## src/rtl/mips_cpu_pkg.sv

```systemverilog
// Shared types and constants for the Harvard MIPS CPU.
// Holds the fetch-stage state encoding and the default reset and halt addresses.
package mips_cpu_pkg;

    localparam int INSTR_WIDTH = 32;

    localparam logic [INSTR_WIDTH-1:0] RESET_VECTOR_DEFAULT = 32'hBFC0_0000;
    localparam logic [INSTR_WIDTH-1:0] HALT_ADDRESS_DEFAULT = 32'h0000_0000;

    typedef enum logic [1:0] {
        FETCH_FIRST  = 2'd0,
        FETCH_RUN    = 2'd1,
        FETCH_DRAIN  = 2'd2,
        FETCH_HALTED = 2'd3
    } fetch_state_t;

endpackage

```

## src/rtl/mips_cpu_harvard_fetch.sv

```systemverilog
// Instruction fetch stage: owns the PC, fills the single decode register and detects halt.
// The branch delay slot falls out naturally: the word fetched alongside a branch in decode is instr_pc+4.
module mips_cpu_harvard_fetch
    import mips_cpu_pkg::*;
#(
    parameter logic [INSTR_WIDTH-1:0] RESET_VECTOR = RESET_VECTOR_DEFAULT,
    parameter logic [INSTR_WIDTH-1:0] HALT_ADDRESS = HALT_ADDRESS_DEFAULT
) (
    input  logic                   clk,
    input  logic                   reset,
    input  logic                   clk_enable,
    input  logic                   stall,
    input  logic                   branch_valid,
    input  logic [INSTR_WIDTH-1:0] branch_target,
    input  logic [INSTR_WIDTH-1:0] instr_readdata,
    output logic [INSTR_WIDTH-1:0] instr_address,
    output logic                   instr_read,
    output logic [INSTR_WIDTH-1:0] instr_out,
    output logic [INSTR_WIDTH-1:0] instr_pc,
    output logic                   instr_valid,
    output logic [INSTR_WIDTH-1:0] link_address,
    output logic                   active,
    output logic                   fetch_error,
    output fetch_state_t           dbg_state
);

    // Handshake: there is no ready/valid back-pressure on memory; instr_read marks a
    // fetch request whose data is consumed on an advance (clk_enable=1, stall=0), and
    // instr_valid marks instr_out as executable, to be qualified with that same advance.

    fetch_state_t           r_state;
    fetch_state_t           w_state_next;
    logic [INSTR_WIDTH-1:0] r_pc;
    logic [INSTR_WIDTH-1:0] r_instr;
    logic [INSTR_WIDTH-1:0] r_instr_pc;
    logic                   r_valid;
    logic                   r_error;

    logic [INSTR_WIDTH-1:0] w_pc_next;
    logic [INSTR_WIDTH-1:0] w_instr_next;
    logic [INSTR_WIDTH-1:0] w_instr_pc_next;
    logic                   w_valid_next;
    logic                   w_error_next;

    logic                   w_advance;
    logic                   w_branch_taken;
    logic                   w_misaligned;
    logic [INSTR_WIDTH-1:0] w_seq_pc;
    logic [INSTR_WIDTH-1:0] w_sel_pc;

    assign w_advance      = clk_enable && !stall;
    assign w_branch_taken = (r_state == FETCH_RUN) && branch_valid;
    assign w_misaligned   = w_branch_taken && (branch_target[1:0] != 2'b00);
    assign w_seq_pc       = r_pc + 32'd4;
    assign w_sel_pc       = w_branch_taken ? branch_target : w_seq_pc;

    always_ff @(posedge clk or posedge reset) begin
        if (reset) begin
            r_state    <= FETCH_FIRST;
            r_pc       <= RESET_VECTOR;
            r_instr    <= '0;
            r_instr_pc <= '0;
            r_valid    <= 1'b0;
            r_error    <= 1'b0;
        end else begin
            r_state    <= w_state_next;
            r_pc       <= w_pc_next;
            r_instr    <= w_instr_next;
            r_instr_pc <= w_instr_pc_next;
            r_valid    <= w_valid_next;
            r_error    <= w_error_next;
        end
    end

    always_comb begin
        w_state_next    = r_state;
        w_pc_next       = r_pc;
        w_instr_next    = r_instr;
        w_instr_pc_next = r_instr_pc;
        w_valid_next    = r_valid;
        w_error_next    = r_error;
        if (w_advance) begin
            case (r_state)
                FETCH_FIRST: begin
                    w_instr_next    = instr_readdata;
                    w_instr_pc_next = r_pc;
                    w_valid_next    = 1'b1;
                    w_pc_next       = w_seq_pc;
                    w_state_next    = FETCH_RUN;
                end
                FETCH_RUN: begin
                    w_instr_next    = instr_readdata;
                    w_instr_pc_next = r_pc;
                    w_valid_next    = 1'b1;
                    w_pc_next       = w_sel_pc;
                    // The PC still takes a misaligned target so it is visible for debug.
                    if (w_misaligned) begin
                        w_error_next = 1'b1;
                        w_state_next = FETCH_DRAIN;
                    end else if (w_sel_pc == HALT_ADDRESS) begin
                        w_state_next = FETCH_DRAIN;
                    end
                end
                FETCH_DRAIN: begin
                    w_valid_next = 1'b0;
                    w_state_next = FETCH_HALTED;
                end
                default: begin
                    w_state_next = FETCH_HALTED;
                end
            endcase
        end
    end

    assign instr_address = r_pc;
    assign instr_read    = (r_state == FETCH_FIRST) || (r_state == FETCH_RUN);
    assign instr_out     = r_instr;
    assign instr_pc      = r_instr_pc;
    assign instr_valid   = r_valid;
    assign link_address  = r_instr_pc + 32'd8;
    assign active        = (r_state != FETCH_HALTED);
    assign fetch_error   = r_error;
    assign dbg_state     = r_state;

endmodule

```

## config.mk

```make
export PLATFORM = sky130hd
export DESIGN_NAME = mips_cpu_harvard_fetch
export DESIGN_NICKNAME = d
export VERILOG_FILES = /design/src/rtl/mips_cpu_pkg.sv /design/src/rtl/mips_cpu_harvard_fetch.sv
export SDC_FILE = /design/constraint.sdc
export NUM_CORES = 1
export LEC_CHECK = 0
export ABC_AREA = 1
export BUFFER_PORTS_ARGS = -buffer_cell sky130_fd_sc_hd__buf_2
export CAP_MARGIN = 20
export CORE_ASPECT_RATIO = 0.8
export CORE_MARGIN = 2
export CORE_UTILIZATION = 30
export CTS_CLUSTER_SIZE = 20
export DETAILED_ROUTE_END_ITERATION = 16
export GPL_ROUTABILITY_DRIVEN = 1
export MAX_ROUTING_LAYER = met4
export SLEW_MARGIN = 20
export SYNTH_ARGS = -nofsm -noshare
export SYNTH_HDL_FRONTEND = slang
export SYNTH_SLANG_ARGS = --single-unit
```

## constraint.sdc

```tcl
create_clock -name clk -period 3.5 [get_ports clk]
set_input_delay 0.35 -clock clk [delete_from_list [all_inputs] [get_ports clk]]
set_output_delay 0.35 -clock clk [all_outputs]
set_load 0.05 [all_outputs]
```

# ---- Yosys cells after proc, flatten, opt, wreduce, memory -nomap -nowiden
# Index checks and enable logic that the tools add are counted.
dict set report word_totals {
  latchBits 0
  romBits 0
  regBits 100
  ram_bits 0
  mem_count 0
}
dict set report classes {
  mux 6
  shift 0
  n_mul 0
  n_div 0
  reduce_logical 16
  add_sub_neg 2
  n_eq_ne 4
  bitwise 0
  order_cmp 0
}
# operator n
set op_table {}
lappend op_table {{one-hot mux 32 bit (2 select lines)} 1}
lappend op_table {{adder 32 x 3 -> 32 bit (second input constant)} 1}
lappend op_table {{adder 32 x 4 -> 32 bit (second input constant)} 1}
lappend op_table {{logical NOT 32 bit} 1}
lappend op_table {{two-way mux 32 bit} 1}
lappend op_table {{AND reduction 2 bit} 4}
lappend op_table {{nonzero test 2 bit} 3}
lappend op_table {{two-way mux 2 bit} 2}
lappend op_table {{one-hot mux 2 bit (2 select lines)} 1}
lappend op_table {{logical AND 1 bit} 3}
lappend op_table {{inequality test 3 bit (second input constant)} 1}
lappend op_table {{AND reduction 3 bit} 1}
lappend op_table {{equality test 2 x 1 -> 1 bit (second input constant)} 1}
lappend op_table {{equality test 2 bit (second input constant)} 1}
lappend op_table {{logical NOT 2 bit} 1}
lappend op_table {{inequality test 2 bit (second input constant)} 1}
lappend op_table {{one-hot mux 1 bit (2 select lines)} 1}
lappend op_table {{OR reduction 2 bit} 1}
lappend op_table {{logical NOT 1 bit} 1}
lappend op_table {{logical OR 1 bit} 1}

# ---- Logic depth before layout (Yosys ltp)
# Gate-level depths: netlist of run 1.
dict set report logic_depth {
  ltp_word 7
  ltp_mapped 18
}

# ---- Worst setup path before layout of run 1
# No wires, ideal clock.
dict set report synth_timing {
  path_type {flip-flop to output port}
  startpoint {reg r_instr_pc[4] (netlist: instr_pc[4])}
  endpoint {out link_address[31]}
  stages_incl_launch_ff 12
  path_slack_ns 0.225
  t_arrival_ns 2.925
  cell_sequence {dfrtp_1 ha_1 nand2_1 nor3_2 nand2_2 inv_2 nand3_2 nor3_4 nand3_2 nor2_2 nand4_1 xnor2_1}
}
dict set report synth_via {
  elab_chain_cells 1
}
# element line
set synth_rtl {}
lappend synth_rtl {{start, declared} mips_cpu_harvard_fetch.sv:35} ;# logic [INSTR_WIDTH-1:0] r_instr_pc;
lappend synth_rtl {{start signal, assigned} mips_cpu_harvard_fetch.sv:69} ;# r_instr_pc <= w_instr_pc_next;
lappend synth_rtl {{adder 32 x 4 -> 32 bit} mips_cpu_harvard_fetch.sv:120} ;# assign link_address = r_instr_pc + 32'd8;
lappend synth_rtl {{end, declared} mips_cpu_harvard_fetch.sv:21} ;# output logic [INSTR_WIDTH-1:0] link_address,
# Every way passes these cells.

# ---- Final worst setup path of run 1
dict set report layout_timing {
  startpoint {reg r_instr_pc[3] (netlist: instr_pc[3])}
  endpoint {out link_address[31]}
}
# Same word-level chain as after synthesis.

==> qor.txt, run 1 <==
Gr ovfl total -> 0
Share of cells above drive strength 1 -> 0.292
I/O pin cnt -> 203
Critical path launch point type -> flop
Max Slew Vio Count -> 0
Post-synth EDFFs -> 0
Synth Register Bits -> 100
Post-synthesis cell area -> 0.00566 sq mm
Peak supply drop -> 0.212 mV
Worst slew pin tran -> 0.823 ns
Slowest stage delay, CP -> 0.42 ns
CTS tree -> done
Period utilisation layout -> 0.868
Largest net degree at the start of global routing -> 78
Total Wirelength -> 17.2 mm
Final-report hold violation count -> 0
Clock Sinks -> 100
CTS root buf -> clkbuf_16
Seq/Total Area, Yosys -> 0.444
Status -> finished clean
Leakage -> 3.77 nW
Post-place setup slack -> 0.835 ns
Setup TNS Final -> 0 ns
Quantity of hold-fixing buffers added after cts -> 0
CP arrival -> 2.69 ns
DR WL/cell -> 14.0 um
Design area -> 0.00725 sq mm
Die Wd -> 158 um
Sw Ratio -> 0.315
First-pass GRT wire length -> 27.4 mm
Number of fill cells -> 1966
Post-CTS Setup Bufs -> 0
Reg2reg setup slack -> 1.04 ns
Total power -> 2.88 mW
CP startpoint -> instr_pc[3]$_DFFE_PP0P_
Max-cap violations -> 0
Clk slew on worst S/H paths -> 0.07 ns
Flop pwr share -> 0.442
Clk_skew -> 0.00735 ns
H-tree depth -> 3
Die ar. -> 0.0200 sq mm
Row count -> 44
Vias in the first global route -> 5089
Most frequent CP cell -> nand3_2
Total global routing track utilization -> 0.182
Placed Area -> 0.00692 sq mm
TritonCTS buffer count -> 9
Drt first pass iters -> 4
Total core area -> 0.0183 sq mm
Synth async-reset ratio -> 1.00
DP HPWL -> 13.2 mm
Detail Route Antenna Nets -> 0
Vias -> 5486
Yosys warnings -> 0
Fin crit period -> 3.04 ns
Initial DRC count -> 378
Post-DR vias/cell -> 4.46
Power per cell area -> 398 mW/mm^2
Gp weighted congestion -> 0.884
Synth cell types -> 34
Worst-skew pair later-pin latency -> 0.35 ns
Mapped Cells -> 779
Crit-path cells -> ha_1 > nand2_1 > nor3_2 > nand2_2 > inv_2 > nand3_2 > nor3_4 > nand3_2 > nor2_2 > nand4_1 > xnor2_1 > buf_2
Slowest stage cell, crit path -> dfrtp_1
CP Capture Type -> primary output
Setup ws final -> 0.460 ns
Die H -> 127 um
R2R Path End -> dbg_state[0]$_DFFE_PP0P_
FF-to-FF Start -> dbg_state[1]$_DFFE_PP0P_
Crit path to -> link_address[31]
Port Buffers -> 202
Setup Viol. Count Final -> 0
Power Internal -> 1.98 mW
Reg2reg path depth -> 14
Initial Utilization -> 0.308
Total net switching power -> 909 uW
Initial antenna violation count -> 3
WP data required -> 3.15 ns
DRC -> 0
Dominant synthesized flop cell -> dfrtp_1
Clock share of power -> 0.383
Layout Nets -> 1040
Syn_area_per_cell -> 7.26 sq um
RSZ-0062 raised after global routing -> false
Synthesis-to-layout area growth -> 28.3%
Max clock buf depth -> 2
# resized after CTS -> 0
HP Class -> input port to async pin
Fmax -> 0.329 GHz
CP Max Fanout -> 4
Crit path kind -> flop to primary output
Post-synth net total -> 850
Logic pwr share -> 0.175
Worst slew margin -> 0.451
-- critical path: cells and delay by family, from the launching register on --
family	cells	cell delay (ns)
and+or+nand+nor	8	1.19
DFF	1	0.42
buffers and inverters	2	0.37
adders and majority gates	1	0.21
xor gates and xnor gates	1	0.15
-- placed cells by master, fill, tap and decap left out, types with 6 or more instances in the layout --
master     count
nor2_1        55
dfrtp_1       91
xnor2_1        6
nand2_2        7
nand3_1       43
or2_2         11
buf_2        202
dfstp_2        9
inv_1         56
nand3_2        7
clkbuf_16      9
nor2_4        10
buf_4          7
xor2_1        25
o21ai_1        8
nand2_1      318
o21ai_0       69
-- per-layer routing --
| metal | GRT usage | wire (um) | share of wire | vias to the layer above |
|---|---|---|---|---|
| met3 | 0.0430 | 970 | 0.056 | 17 |
| met4 | 0.0476 | 228 | 0.013 | 0 |
| met5 | - | 0 | 0 | - |
| met1 | 0.258 | 8810 | 0.51 | 2507 |
| li1 | - | - | - | 2819 |
| met2 | 0.259 | 7220 | 0.42 | 143 |
-- synthesized netlist by cell type (all sizes together), types with 2 or more instances --
cell type  count  area share
o21ai         77       0.068
nand3b         2      0.0027
a31oi          3      0.0033
nor3           7       0.011
inv           62       0.041
xor2          25       0.039
ha             2      0.0044
nand2        325        0.22
dfrtp         91        0.40
nand3         51       0.053
nand4          2      0.0022
xnor2          6      0.0093
clkbuf        19       0.013
or2           11       0.012
nor2          70       0.061
buf           11       0.011
dfstp          9       0.042
-- kinds of logic after synthesis --
group,share of synthesized area
XOR/XNOR,0.0480
multiplexers,0.00177
adder cells (fa/ha/maj),0.00442
flip-flops,0.444
buffers and inverters,0.0650
AO/OA/AOI/OAI,0.0728
AND/OR/NAND/NOR,0.363
-- worst min path at each step --
stage,startpoint,to,cells past startpoint
after CTS,reset,instr_out[4]$_DFFE_PP0P_,2
after global placement,instr_out[12]$_DFFE_PP0P_,instr_out[12]$_DFFE_PP0P_,2
after detailed placement,fetch_error$_DFFE_PP0P_,fetch_error$_DFFE_PP0P_,1
after floorplan,instr_readdata[12],instr_out[12]$_DFFE_PP0P_,2
after global routing,reset,instr_out[4]$_DFFE_PP0P_,2
final,reset,instr_out[4]$_DFFE_PP0P_,2
-- power by group through the flow --
| stage | sequential [mW] | combinational [mW] | clock, mW |
|---|---|---|---|
| 6_report | 1.27 | 0.506 | 1.10 |
| 5_1_grt | 1.28 | 0.545 | 1.19 |
| 4_1_cts | 1.27 | 0.511 | 1.14 |
| 3_5_place_dp | 1.30 | 0.511 | 0 |
| 3_3_place_gp | 1.29 | 0.508 | 0 |
| 2_1_floorplan | 1.45 | 0.190 | 0 |
-- registers in the layout, summed over array words and instances, names as in the netlist --
signal and count:
instr_out 32, fetch_error 1, dbg_state 2, instr_pc 32, instr_address 32, instr_valid 1
-- per-stage QoR --
step | instances | util | hold slack [ns]
after floorplan | 779 | - | 0.468
after global routing | 1229 | 0.396 | 0.153
after detailed placement | 1211 | 0.377 | 0.445
final | 1230 | 0.396 | 0.0931
after CTS | 1226 | 0.395 | 0.117
after global placement | 1211 | 0.377 | 0.451
-- area by class of cell --
type                    count  area (sq um)  area share
multi-input cells         586          2790       0.384
flip-flops and latches    100          2510       0.346
inverters                  63           240      0.0331
clock buffers              10           239      0.0329
diodes                      4          10.0     0.00138
clock inverters             5          85.1      0.0117
repair buffers            209          1060       0.147
well taps                 253           317      0.0436
Power figures use the tool's default switching activity.
==> inputs of run 2 (changes only) <==
--- a/config.mk
+++ b/config.mk
@@ -9,12 +9,13 @@
 export BUFFER_PORTS_ARGS = -buffer_cell sky130_fd_sc_hd__buf_2
 export CAP_MARGIN = 20
 export CORE_ASPECT_RATIO = 0.8
-export CORE_MARGIN = 2
+export CORE_MARGIN = 10
 export CORE_UTILIZATION = 30
 export CTS_CLUSTER_SIZE = 20
 export DETAILED_ROUTE_END_ITERATION = 16
 export GPL_ROUTABILITY_DRIVEN = 1
 export MAX_ROUTING_LAYER = met4
+export SETUP_SLACK_MARGIN = 0.05
 export SLEW_MARGIN = 20
 export SYNTH_ARGS = -nofsm -noshare
 export SYNTH_HDL_FRONTEND = slang
==> constraint.sdc (replaced) <==
create_clock -name clk -period 3.6 [get_ports clk]
set_input_delay 0.36 -clock clk [delete_from_list [all_inputs] [get_ports clk]]
set_output_delay 0.36 -clock clk [all_outputs]
set_load 0.05 [all_outputs]
==> run 2 against run 1 <==
Sequential power hardly changed; cell count increased by 0.24%; global-route usage down 2.6 points; register-to-register slack improved by 0.07 ns; sequential cell count stayed put; first-iteration DRC count fell by 27%; utilization about the same; critical endpoint unchanged; largest cell class unchanged; largest power group unchanged.
==> qor.txt, run 2 (same netlist as run 1, synthesis figures left out) <==
DR WL/cell -> 15.5 um
Crit path kind -> flop to primary output
Gp weighted congestion -> 0.876
Slowest stage delay, CP -> 0.42 ns
Die H -> 143 um
DP HPWL -> 14.8 mm
Die Wd -> 174 um
Slowest stage cell, crit path -> dfrtp_1
Largest net degree at the start of global routing -> 113
Commonest cells after routing, fill and taps aside -> 318 x nand2_1, 202 x buf_2, 91 x dfrtp_1
Dpl cells -> 1210
Power per cell area -> 386 mW/mm^2
Total global routing track utilization -> 0.155
Clk slew on worst S/H paths -> 0.07 ns
CP Capture Type -> primary output
Status -> finished clean
Max Slew Vio Count -> 0
CP Max Fanout -> 4
HP Class -> input port to async pin
DR WL met2 -> 8.22 mm
Worst slew pin tran -> 1.10 ns
# resized after CTS -> 0
Met3 wire length -> 1.44 mm
Initial DRC count -> 277
Max clock buf depth -> 2
Top Metal Used -> met4
Total core area -> 0.0183 sq mm
Share of cells above drive strength 1 -> 0.291
WL met1 -> 9.30 mm
Setup TNS Final -> 0 ns
Synthesis-to-layout area growth -> 28.3%
Initial antenna violation count -> 7
Most frequent CP cell -> nand3_2
Final-report hold violation count -> 0
Worst slew margin -> 0.268
CP arrival -> 2.71 ns
Post-DR vias/cell -> 4.41
Fmax -> 0.325 GHz
First-pass GRT wire length -> 30.2 mm
Post-CTS Setup Bufs -> 0
Layout Nets -> 1039
Layout Cells excl Fill -> 1233
Peak supply drop -> 0.195 mV
Worst hold slack -> 0.174 ns
Detail Route Antenna Nets -> 0
Critical path launch point type -> flop
Clk_skew -> 0.00732 ns
Port Buffers -> 202
I/O pin cnt -> 203
H-tree depth -> 3
Die ar. -> 0.0248 sq mm
Total Wirelength -> 19.1 mm
Commonest non-fill, non-tap cell in the layout -> nand2_1
Clock Sinks -> 100
Crit-path cells -> ha_1 > nand2_1 > nor3_2 > nand2_2 > inv_2 > nand3_2 > nor3_4 > nand3_2 > nor2_2 > nand4_1 > xnor2_1 > buf_2
Period utilisation layout -> 0.854
Post-place setup slack -> 0.901 ns
Vias -> 5435
Setup ws final -> 0.526 ns
Total power -> 2.80 mW
CTS tree -> done
Drt first pass iters -> 5
Fin crit period -> 3.07 ns
DRC -> 0
Number of fill cells -> 1957
RSZ-0062 raised after global routing -> false
Initial Utilization -> 0.308
Row count -> 44
TritonCTS buffer count -> 9
CTS root buf -> clkbuf_16
WP data required -> 3.24 ns
Setup Viol. Count Final -> 0
Gr ovfl total -> 0
Leakage -> 3.77 nW
Quantity of hold-fixing buffers added after cts -> 0
Worst-skew pair later-pin latency -> 0.35 ns
Max-cap violations -> 0
Vias in the first global route -> 5328
## run 2: changes by cell type in the layout (fill, tap and decap cells not counted), sizes merged
cell / change
clkinv: +2
buf: -1
clkinvlp: -1
diode: +3
## run 2: final timing paths
| path | from | endpoint | slack (ns) | cells past startpoint |
|---|---|---|---|---|
| setup / recovery | instr_pc[4]$_DFFE_PP0P_ | link_address[31] | 0.53 | 12 |
| min in group clk | instr_readdata[18] | instr_out[18]$_DFFE_PP0P_ | 0.20 | 3 |
| setup reg to reg | dbg_state[1]$_DFFE_PP0P_ | dbg_state[0]$_DFFE_PP0P_ | 1.11 | 13 |
| hold / removal | reset | instr_out[30]$_DFFE_PP0P_ | 0.17 | 2 |
| hold reg to reg | fetch_error$_DFFE_PP0P_ | fetch_error$_DFFE_PP0P_ | 0.46 | 1 |
| max in group asynchronous | reset | instr_address[29]$_DFFE_PP1P_ | 2.60 | 3 |
## run 2: critical path: cells and delay by family (launching register included)
family                   cells  cell delay [ns]
adder cells (fa/ha/maj)      1             0.22
AND/OR/NAND/NOR              8             1.20
flip-flops                   1             0.42
buffers and inverters        2             0.37
XOR/XNOR                     1             0.15
## run 2: final cells by class
cell class | count | area, sq um | share of cell area
Tap cell | 253 | 317 | 0.0436
Clock buffer | 10 | 229 | 0.0316
Inverter | 63 | 240 | 0.0331
Antenna cell | 7 | 17.5 | 0.00241
Sequential cell | 100 | 2510 | 0.346
Clock inverter | 6 | 97.6 | 0.0134
Timing Repair Buffer | 208 | 1060 | 0.146
Multi-Input combinational cell | 586 | 2790 | 0.384
## run 2: routing by layer
layer,track usage,vias up
met5,-,-
met4,0.0313,0
met3,0.0435,9
met2,0.225,174
met1,0.212,2432
li1,-,2820
## run 2: stage by stage
step | area (sq um) | utilization
floorplan | 5660 | -
detailed placement | 6910 | 0.377
finish | 7260 | 0.396
global placement | 6910 | 0.377
CTS | 7240 | 0.395
global route | 7260 | 0.396
## run 2: where the power goes
group	leakage, nW	internal (mW)	switching [mW]
logic	2.38	0.117	0.380
clock network	0.159	0.618	0.448
registers	1.23	1.18	0.0639
total	3.77	1.91	0.893
==> inputs of run 3 (changes only) <==
--- a/config.mk
+++ b/config.mk
@@ -8,7 +8,7 @@
 export ABC_AREA = 1
 export BUFFER_PORTS_ARGS = -buffer_cell sky130_fd_sc_hd__buf_2
 export CAP_MARGIN = 20
-export CORE_ASPECT_RATIO = 0.8
+export CORE_ASPECT_RATIO = 1.1
 export CORE_MARGIN = 10
 export CORE_UTILIZATION = 30
 export CTS_CLUSTER_SIZE = 20
==> run 3 against run 2 <==
Worst setup slack gained 0.015 ns; highest routed layer unchanged; clock skew decreased by 0.0014 ns; non-clock buffer count grew 1; largest power group unchanged; register-to-register slack barely moved; largest cell class unchanged; count of clock-buffer cells in the layout rose by 1; critical path type unchanged.
==> qor.txt, run 3 (same netlist as run 1, synthesis figures left out) <==
Status -> finished clean
Setup Viol. Count Final -> 0
Final-report hold violation count -> 0
Row count -> 52
Gr ovfl total -> 0
Critical path launch point type -> flop
H-tree depth -> 3
Drt first pass iters -> 5
Initial DRC count -> 350
Crit-path cells -> ha_1 > nand2_1 > nor3_2 > nand2_2 > inv_2 > nand3_2 > nor3_4 > nand3_2 > nor2_2 > nand4_1 > xnor2_1 > buf_2
Die Wd -> 151 um
Setup TNS Final -> 0 ns
Logic pwr share -> 0.178
DR WL/cell -> 15.4 um
Largest net degree at the start of global routing -> 78
DP HPWL -> 14.6 mm
Total global routing track utilization -> 0.156
CTS tree -> done
Share of cells above drive strength 1 -> 0.291
Sw Ratio -> 0.319
Post-CTS Setup Bufs -> 0
Vias in the first global route -> 5419
Commonest cells after routing, fill and taps aside -> 318 x nand2_1, 202 x buf_2, 91 x dfrtp_1
Number of fill cells -> 1975
# resized after CTS -> 0
TritonCTS buffer count -> 9
Worst slew pin tran -> 0.928 ns
FF-to-FF Start -> instr_address[3]$_DFFE_PP0P_
Crit path kind -> flop to primary output
Total Wirelength -> 18.8 mm
HP Class -> input port to async pin
WP data required -> 3.24 ns
Worst hold slack -> 0.142 ns
I/O pin cnt -> 203
Detail Route Antenna Nets -> 0
Worst-skew pair later-pin latency -> 0.35 ns
Port Buffers -> 202
CP arrival -> 2.70 ns
RSZ-0062 raised after global routing -> false
Vias -> 5414
Clk_skew -> 0.00591 ns
Reg2reg setup slack -> 1.11 ns
Most frequent CP cell -> nand3_2
Max clock buf depth -> 2
Initial antenna violation count -> 1
Max Slew Vio Count -> 0
Slowest stage delay, CP -> 0.40 ns
Max-cap violations -> 0
Total net switching power -> 894 uW
Clock Sinks -> 100
Flop pwr share -> 0.441
Design area -> 0.00723 sq mm
DRC -> 0
Die ar. -> 0.0247 sq mm
Power per cell area -> 388 mW/mm^2
R2R Path End -> dbg_state[0]$_DFFE_PP0P_
Total core area -> 0.0185 sq mm
Period utilisation layout -> 0.850
Synthesis-to-layout area growth -> 27.8%
Post-DR vias/cell -> 4.44
Fin crit period -> 3.06 ns
Power Internal -> 1.91 mW
Peak supply drop -> 0.211 mV
CP Max Fanout -> 4
Total power -> 2.80 mW
Slowest stage cell, crit path -> dfrtp_1
Quantity of hold-fixing buffers added after cts -> 0
Fmax -> 0.327 GHz
First-pass GRT wire length -> 29.5 mm
Leakage -> 3.77 nW
Clock share of power -> 0.381
Die H -> 164 um
Commonest non-fill, non-tap cell in the layout -> nand2_1
Reg2reg path depth -> 18
Initial Utilization -> 0.306
Worst slew margin -> 0.380
Gp weighted congestion -> 0.923
CTS root buf -> clkbuf_16
Clk slew on worst S/H paths -> 0.07 ns
Placed Area -> 0.00691 sq mm
Layout Nets -> 1040
CP Capture Type -> primary output
==> run 3: cell types whose count changed in the layout (fill, tap and decap cells not counted) <==
| cell | previous run | this run |
|---|---|---|
| buf_4 | 6 | 7 |
| clkinv_2 | 1 | 0 |
| clkinvlp_4 | 0 | 1 |
| inv_6 | 0 | 1 |
| inv_2 | 4 | 5 |
| inv_8 | 1 | 0 |
| diode_2 | 7 | 1 |
| clkbuf_1 | 1 | 2 |
| clkinv_4 | 3 | 1 |
==> run 3: worst max-delay path, delay by kind of cell, from the launching register on <==
kind	cells	cell delay (ns)
xor gates and xnor gates	1	0.15
buffers and inverters	2	0.38
adders and majority gates	1	0.20
and+or+nand+nor	8	1.20
DFF	1	0.40
==> run 3: per-layer routing <==
metal | vias up | track usage | share of wire
li1 | 2819 | - | -
met2 | 173 | 0.238 | 0.45
met5 | - | - | 0
met3 | 13 | 0.0473 | 0.085
met4 | 0 | 0.0350 | 0.0098
met1 | 2409 | 0.201 | 0.46
==> run 3: worst max-delay path by stage <==
stage / start / endpoint / slack, ns / cells past startpoint
4_1_cts: instr_pc[3]$_DFFE_PP0P_ / link_address[31] / 0.45 / 12
5_1_grt: instr_pc[3]$_DFFE_PP0P_ / link_address[31] / 0.29 / 12
6_report: instr_pc[4]$_DFFE_PP0P_ / link_address[31] / 0.54 / 12
2_1_floorplan: instr_pc[4]$_DFFE_PP0P_ / link_address[31] / 0.31 / 11
3_3_place_gp: instr_pc[3]$_DFFE_PP0P_ / link_address[31] / 0.93 / 12
3_5_place_dp: instr_pc[3]$_DFFE_PP0P_ / link_address[31] / 0.85 / 12
==> run 3: power groups by stage <==
stage | Combinational, mW | Clock, mW | Sequential (mW)
floorplan | 0.185 | 0 | 1.41
global placement | 0.502 | 0 | 1.26
detailed placement | 0.506 | 0 | 1.26
CTS | 0.506 | 1.10 | 1.24
global route | 0.539 | 1.15 | 1.24
finish | 0.498 | 1.07 | 1.23
==> run 3: through the flow <==
stage | setup slack (ns) | utilization | std cells
final | 0.541 | 0.391 | 1218
after global routing | 0.292 | 0.391 | 1218
after CTS | 0.455 | 0.391 | 1217
after detailed placement | 0.851 | 0.374 | 1201
after global placement | 0.931 | 0.374 | 1201
after floorplan | 0.315 | - | 779
==> run 3: layout make-up <==
| type | instances | area, sq um | share of cell area |
|---|---|---|---|
| multi-input cells | 586 | 2790 | 0.386 |
| flip-flops and latches | 100 | 2510 | 0.348 |
| repair buffers | 209 | 1060 | 0.147 |
| well taps | 243 | 304 | 0.0421 |
| inverters | 63 | 239 | 0.0331 |
| clock buffers | 11 | 233 | 0.0322 |
| clock inverters | 5 | 85.1 | 0.0118 |
| diodes | 1 | 2.50 | 0.000346 |
